--- src/rtl/pc_seq_if.sv ---
// pc_seq_if: bundle between the decode/branch-compare logic (master) and the
// PC sequencer (slave).
//   master drives: en, op, cond, imm_b, imm_j, imm_i, rs1
//   slave drives : pc, pc_link, halted, misalign, redirect, taken_cnt
interface pc_seq_if #(
    parameter int XLEN  = 32,
    parameter int CNT_W = 16
);
    logic             en;
    logic [2:0]       op;
    logic             cond;
    logic [11:0]      imm_b;
    logic [19:0]      imm_j;
    logic [11:0]      imm_i;
    logic [XLEN-1:0]  rs1;
    logic [XLEN-1:0]  pc;
    logic [XLEN-1:0]  pc_link;
    logic             halted;
    logic             misalign;
    logic             redirect;
    logic [CNT_W-1:0] taken_cnt;

    modport master (
        output en, op, cond, imm_b, imm_j, imm_i, rs1,
        input  pc, pc_link, halted, misalign, redirect, taken_cnt
    );

    modport slave (
        input  en, op, cond, imm_b, imm_j, imm_i, rs1,
        output pc, pc_link, halted, misalign, redirect, taken_cnt
    );
endinterface

--- src/rtl/pc_sequencer.sv ---
// pc_sequencer: RV32I program-counter sequencer.
// Holds the architectural PC and picks the next PC each enabled cycle
// (sequential, conditional branch, JAL, JALR). Misaligned taken targets drop
// the core into FAULT, HALT requests into HALT; both are left only by reset.
// A one-cycle redirect pulse follows every taken transfer and a saturating
// counter tallies taken transfers.
//   clk, rst : clock, asynchronous active-high reset
//   bus      : pc_seq_if.slave (control/immediates in, PC and status out)
module pc_sequencer #(
    parameter int              XLEN     = 32,
    parameter logic [XLEN-1:0] RESET_PC = '0,
    parameter int              CNT_W    = 16,
    parameter int              ALLOW_C  = 0
) (
    input  logic       clk,
    input  logic       rst,
    pc_seq_if.slave    bus
);
    localparam logic [2:0] OP_BR   = 3'b001;
    localparam logic [2:0] OP_JAL  = 3'b010;
    localparam logic [2:0] OP_JALR = 3'b011;
    localparam logic [2:0] OP_HALT = 3'b100;

    typedef enum logic [1:0] {S_RUN, S_HALT, S_FAULT} state_t;

    state_t           state_q, state_d;
    logic [XLEN-1:0]  pc_q, pc_d;
    logic [CNT_W-1:0] cnt_q, cnt_d;
    logic             redirect_q, redirect_d;

    logic [XLEN-1:0]  seq, br_t, jal_t, jalr_sum, jalr_t, target;
    logic             taken, misaligned;

    // Immediates arrive as raw fields; the implicit low zero of B/J is
    // appended here instead of shifting.
    assign seq      = pc_q + XLEN'(4);
    assign br_t     = pc_q + {{(XLEN-13){bus.imm_b[11]}}, bus.imm_b, 1'b0};
    assign jal_t    = pc_q + {{(XLEN-21){bus.imm_j[19]}}, bus.imm_j, 1'b0};
    assign jalr_sum = bus.rs1 + {{(XLEN-12){bus.imm_i[11]}}, bus.imm_i};
    assign jalr_t   = {jalr_sum[XLEN-1:1], 1'b0};

    always_comb begin
        taken  = 1'b0;
        target = seq;
        case (bus.op)
            OP_BR:   begin taken = bus.cond; target = br_t;   end
            OP_JAL:  begin taken = 1'b1;     target = jal_t;  end
            OP_JALR: begin taken = 1'b1;     target = jalr_t; end
            default: ;
        endcase
    end

    // Bit 0 is always clear on every target, so only bit 1 can misalign.
    assign misaligned = (ALLOW_C == 0) && target[1];

    always_comb begin
        state_d    = state_q;
        pc_d       = pc_q;
        cnt_d      = cnt_q;
        redirect_d = 1'b0;
        if (state_q == S_RUN && bus.en) begin
            if (bus.op == OP_HALT) begin
                state_d = S_HALT;
            end else if (!taken) begin
                pc_d = seq;
            end else if (misaligned) begin
                state_d = S_FAULT;
            end else begin
                pc_d       = target;
                redirect_d = 1'b1;
                if (cnt_q != '1)
                    cnt_d = cnt_q + CNT_W'(1);
            end
        end
    end

    always_ff @(posedge clk or posedge rst) begin
        if (rst) begin
            state_q    <= S_RUN;
            pc_q       <= RESET_PC;
            cnt_q      <= '0;
            redirect_q <= 1'b0;
        end else begin
            state_q    <= state_d;
            pc_q       <= pc_d;
            cnt_q      <= cnt_d;
            redirect_q <= redirect_d;
        end
    end

    assign bus.pc        = pc_q;
    assign bus.pc_link   = seq;
    assign bus.halted    = (state_q != S_RUN);
    assign bus.misalign  = (state_q == S_FAULT);
    assign bus.redirect  = redirect_q;
    assign bus.taken_cnt = cnt_q;
endmodule
--- src/flat_wrapper.sv ---
// flat-port wrapper written by rule: the top's interface ports become plain ports
module pc_sequencer_flat 
#(
    parameter int              XLEN     = 32,
    parameter logic [XLEN-1:0] RESET_PC = '0,
    parameter int              CNT_W    = 16,
    parameter int              ALLOW_C  = 0
)
  (clk, rst, bus_en, bus_op, bus_cond, bus_imm_b, bus_imm_j, bus_imm_i, bus_rs1, bus_pc, bus_pc_link, bus_halted, bus_misalign, bus_redirect, bus_taken_cnt);
  pc_seq_if #(.XLEN(XLEN), .CNT_W(CNT_W)) bus_i ();
  input  logic clk;
  input  logic rst;
  input wire logic [$bits(bus_i.en)-1:0] bus_en;
  input wire logic [$bits(bus_i.op)-1:0] bus_op;
  input wire logic [$bits(bus_i.cond)-1:0] bus_cond;
  input wire logic [$bits(bus_i.imm_b)-1:0] bus_imm_b;
  input wire logic [$bits(bus_i.imm_j)-1:0] bus_imm_j;
  input wire logic [$bits(bus_i.imm_i)-1:0] bus_imm_i;
  input wire logic [$bits(bus_i.rs1)-1:0] bus_rs1;
  output wire logic [$bits(bus_i.pc)-1:0] bus_pc;
  output wire logic [$bits(bus_i.pc_link)-1:0] bus_pc_link;
  output wire logic [$bits(bus_i.halted)-1:0] bus_halted;
  output wire logic [$bits(bus_i.misalign)-1:0] bus_misalign;
  output wire logic [$bits(bus_i.redirect)-1:0] bus_redirect;
  output wire logic [$bits(bus_i.taken_cnt)-1:0] bus_taken_cnt;
  assign bus_i.en = bus_en;
  assign bus_i.op = bus_op;
  assign bus_i.cond = bus_cond;
  assign bus_i.imm_b = bus_imm_b;
  assign bus_i.imm_j = bus_imm_j;
  assign bus_i.imm_i = bus_imm_i;
  assign bus_i.rs1 = bus_rs1;
  assign bus_pc = bus_i.pc;
  assign bus_pc_link = bus_i.pc_link;
  assign bus_halted = bus_i.halted;
  assign bus_misalign = bus_i.misalign;
  assign bus_redirect = bus_i.redirect;
  assign bus_taken_cnt = bus_i.taken_cnt;
  pc_sequencer #(.XLEN(XLEN), .RESET_PC(RESET_PC), .CNT_W(CNT_W), .ALLOW_C(ALLOW_C)) u_core (.clk(clk), .rst(rst), .bus(bus_i));
endmodule
--- config.mk ---
export PLATFORM = sky130hd
export DESIGN_NAME = pc_sequencer_flat
export DESIGN_NICKNAME = d
export VERILOG_FILES = /design/src/rtl/pc_seq_if.sv /design/src/rtl/pc_sequencer.sv /design/src/flat_wrapper.sv
export SDC_FILE = /design/constraint.sdc
export NUM_CORES = 1
export LEC_CHECK = 0
export BUFFER_PORTS_ARGS = -buffer_cell sky130_fd_sc_hd__buf_2
export CAP_MARGIN = 20
export CORE_ASPECT_RATIO = 0.5
export CORE_MARGIN = 2
export CORE_UTILIZATION = 50
export DETAILED_ROUTE_END_ITERATION = 12
export PLACE_DENSITY_LB_ADDON = 0.08
export SKIP_CTS_REPAIR_TIMING = 1
export SLEW_MARGIN = 20
export SYNTH_ARGS = -nofsm -noshare
export SYNTH_HDL_FRONTEND = slang
export SYNTH_SLANG_ARGS = --single-unit
--- constraint.sdc ---
create_clock -name clk -period 2.46 [get_ports clk]
set_input_delay 0.492 -clock clk [delete_from_list [all_inputs] [get_ports clk]]
set_output_delay 0.492 -clock clk [all_outputs]
set_load 0.005 [all_outputs]
---- Word level (Yosys, flattened, before mapping) ----
Index checks and enable logic that the tools add are counted.
word-level totals
  flip-flop bits (word level) ............. 51
  bits of input ports ..................... 83
cells by class
  $add $sub $neg .......................... 5
  equal/unequal tests ..................... 7
  mux-type cells .......................... 11
  bitwise operators ....................... 2
  reductions and logical operators ........ 9
operators by type and width
  cell                     count
  $add A32 B32 Y32         3
  $pmux W32 S3             1
  $mux W32                 2
  $add A32 B3 Y32 const B  1
  $add A16 B1 Y16 const B  1
  $ne A16 B16 Y1 const B   1
  $eq A3 B2 Y1 const B     2
  $mux W2                  3
  $reduce_and A3 Y1        2
  $reduce_bool A2 Y1       3
  $reduce_and A5 Y1        1
  $mux W1                  4
  $eq A3 B1 Y1 const B     1
  $eq A3 B3 Y1 const B     1
  $eq A2 B2 Y1 const B     1
  $logic_not A2 Y1         1
  $ne A2 B2 Y1 const B     1
  $not A1 Y1               2
  $pmux W1 S2              1
  $reduce_or A2 Y1         1
  $logic_and A1 B1 Y1      1

---- Longest topological paths before layout ----
  depth in word-level cells ............... 6
  mapped depth ............................ 16

---- Worst setup path before layout ----
Ideal clock, no wire load.
  kind .................................... input-to-reg
  start point ............................. input bus_op[1]
  end point ............................... register u_core.pc_q[30] (netlist: u_core.bus.pc[30])
  setup time .............................. 0.124 ns
  arrival ................................. 3.778 ns
  required time ........................... 2.336 ns
  slack ................................... -1.442 ns
  stages .................................. 15
  buffers on the path ..................... 3
  cells stage by stage .................... buf_2 > nor3b_1 > clkbuf_1 > clkbuf_1 > mux2_2 > ha_1 > nand2_1 > o22ai_1 > o21ai_0 > a311o_1 > a211oi_1 > o21bai_1 > a21oi_1 > mux2i_1 > a21oi_1
between the ends
  cells in the longest elaborated chain, start to end .. 5
ends and longest elaborated chain
  element                             line                source
  start, declared                     flat_wrapper.sv:14  input wire logic [$bits(bus_i.op)-1:0] bus_op;
  $eq A3 B2 Y1                        pc_sequencer.sv:45  case (bus.op)
  $reduce_or A2 Y1 (no source line)   --
  $pmux W1 S2                         pc_sequencer.sv:45
  $ne A2 B2 Y1 (no source line)       --
  $reduce_and A3 Y1 (no source line)  --
  end signal, assigned                pc_sequencer.sv:85  pc_q <= pc_d;
  end, declared                       pc_sequencer.sv:27  logic [XLEN-1:0] pc_q, pc_d;
Several ways; a longest one is shown, not always the timed one. The select of a mux whose other input is x is not followed.
A chain may end at the register's enable or synchronous reset.

---- Worst setup path after layout ----
  start point ............................. input bus_op[0]
  end point ............................... register u_core.pc_q[26] (netlist: u_core.bus.pc[26])
Same word-level chain as after synthesis.

==> results.ini <==
[placed_design]
portBuffers = 161
hpwl_mm = 18.3
routabilityCongestion = 0.984

[setup_path]
required_ps = 2650
crit_path_end_kind = flip-flop
cp_max_fo = 4
critPathKind = input port to flip-flop
cp-start-kind = input port
rr_startpoint = u_core.bus.pc[5]$_DFFE_PP0P_
crit_start = bus_op[0]
critPathArrivalTime_ps = 3390

[timing]
timing.final.crit_share = 1.30
max_slew.worst_pin.slew_ps = 710
period_needed_ps = 3200
drv_slew = 0
maxSlewHeadroom = 0.527
final.setup.worst_slack_ps = -744
timing.hold.ws_ps = 233
fmax_ghz = 0.312
rsz0062_at_grt = true
setup_viol = 47
fin_skew_ps = 9.97
hold_viol = 0

[layout]
diodes = 0
layout_common_cells = buf_4, buf_2, nand2_1, a21oi_1, ha_1
fin_nets = 1372
layout_commonest_cell = buf_4
drive_gt1_frac = 0.474
areaGrowthSynthToFinish_pct = 62.3
fill_cells = 779

[yosys]
synth_edf_count = 0
synth_top_area_share = 0.190
synth_warnings = 0
synthCells = 829
ys_top_cells_by_area = dfrtp_1, ha_1, xnor2_1, a21oi_1, xor2_1
synth-async-reset-ratio = 1.00
ys_seq_area_frac = 0.190
ys.flop_type = dfrtp_1
syn_area_per_cell_um2 = 7.77
ys_seq_elements = 49
synth_top_area_cell = dfrtp_1
ys_types = 70
netlist_area_um2 = 6440

[die]
die_w_um = 165
die_area_um2 = 13900
initial_core_util = 0.510
fp.coreArea_um2 = 12600
rows = 29
die_y_um = 84.3
ios = 166

[clock_tree]
clockBufferDepth = 2
htreeDepth = 2
cts-root-buf = clkbuf_16
cts_sinks = 49
numCtsBuffers = 5
cts_tree = done
path_clk_slew_ps = 80
clock_latency_ps = 310

[routing]
drc = 0
drt-total-wl_mm = 25.0
ant_nets = 0
routed_via_density = 5.85
vias = 8134
wl_per_cell_um = 18.0
first_iter_violations = 586
dr.pass1.iters = 6

[global_routing]
grt_pass1_wl_mm = 35.7
first_global_vias = 7425
grt_max_degree = 50
grt_overflow = 0
grt_use_total = 0.319
antenna_found_initial = 0

[power_and_ir_drop]
p_leak_nw = 5.07
vdd_drop_max_mv = 0.581
power_density_nw_per_um2 = 843
report.power.total_w = 0.00881

[flow_run]
maxCapViolations = 0

[hold_path]
min_path_type = input port to async pin

[outcome]
violations = setup timing
status = complete, but fails checks

## critical path, stage by stage
cell and delay, ps:
buf_8 100, nor3b_4 180, buf_6 150, clkbuf_16 140
mux2_4 320, ha_4 280, nand4_1 120, o22ai_2 200
o21ai_2 100, a311o_1 400, a211oi_2 330, nor2_1 100
xnor2_1 130, a221oi_1 260, nor2_1 60
## routing by layer
| metal | wire length (um) | vias to the layer above | track usage |
|---|---|---|---|
| met1 | 10400 | 3852 | 0.422 |
| li1 | - | 3830 | - |
| met4 | 680 | 0 | 0.0648 |
| met3 | 2010 | 67 | 0.0450 |
| met2 | 11900 | 385 | 0.556 |
| met5 | 0 | - | 0 |
## metrics by stage
step,instance area [um^2],instances,setup WS (ps),TNS [ps],utilization
after floorplan,6700,832,-788,-13210,-
after global placement,9320,1355,-997,-24620,0.738
after detailed placement,9320,1355,-1120,-26600,0.738
after CTS,9470,1363,-823,-19810,0.750
after global routing,10500,1391,-827,-20280,0.828
final,10500,1391,-744,-15770,0.828
## final timing paths
check / cells after the start / slack, ps / end
worst max register to register: 11 / -220 / u_core.bus.pc[26]$_DFFE_PP0P_
worst min-delay path: 3 / 230 / u_core.bus.taken_cnt[10]$_DFFE_PP0P_
worst max-delay path: 15 / -740 / u_core.bus.pc[26]$_DFFE_PP0P_
max in group asynchronous: 3 / 1950 / u_core.bus.pc[20]$_DFFE_PP0P_
worst min register to register: 1 / 490 / u_core.bus.taken_cnt[14]$_DFFE_PP0P_
min in group clk: 2 / 490 / u_core.state_q[1]$_DFFE_PP0P_
## synthesized netlist by cell type (10+ instances only)
master / count
a21oi_1: 81
nand2_1: 80
nor2_1: 69
ha_1: 67
xnor2_1: 54
o21ai_0: 51
dfrtp_1: 49
xor2_1: 44
a21o_1: 33
nand3_1: 33
clkbuf_1: 26
inv_1: 23
and3_1: 19
o21a_1: 15
nand4_1: 14
a221oi_1: 12
mux2_2: 12
o22ai_1: 11
a31oi_1: 10
and2_1: 10
## kinds of logic after synthesis
| family | Yosys count | synth area share |
|---|---|---|
| adders and majority gates | 69 | 0.136 |
| buffers and inverters | 57 | 0.0361 |
| and+or+nand+nor | 268 | 0.200 |
| other | 2 | 0.00117 |
| AOI/OAI and AO/OA | 271 | 0.277 |
| xor gates and xnor gates | 98 | 0.133 |
| muxes | 15 | 0.0256 |
| DFF | 49 | 0.190 |
## final cells by class
cell class	instances	area (um^2)	area share
clock inverter	3	26.3	0.00251
multi-input combinational	726	5890	0.563
tap	170	213	0.0203
inverter	23	86.3	0.00826
sequential	49	1230	0.118
clock buffer	5	125	0.0120
timing repair buffer	415	2890	0.276
## flip-flops by register name, indices dropped and copies added, names as in the netlist
name,cells
u_core.bus.redirect,1
u_core.bus.pc,30
u_core.state_q,2
u_core.bus.taken_cnt,16
## report_power, final
part	internal, W	total, W	switching (W)
logic	0.00335	0.00657	0.00321
registers	0.00107	0.00148	0.000410
clock network	0.000386	0.000765	0.000379
total	0.00481	0.00881	0.00400
Note: power is estimated with default switching activity, not from simulation.
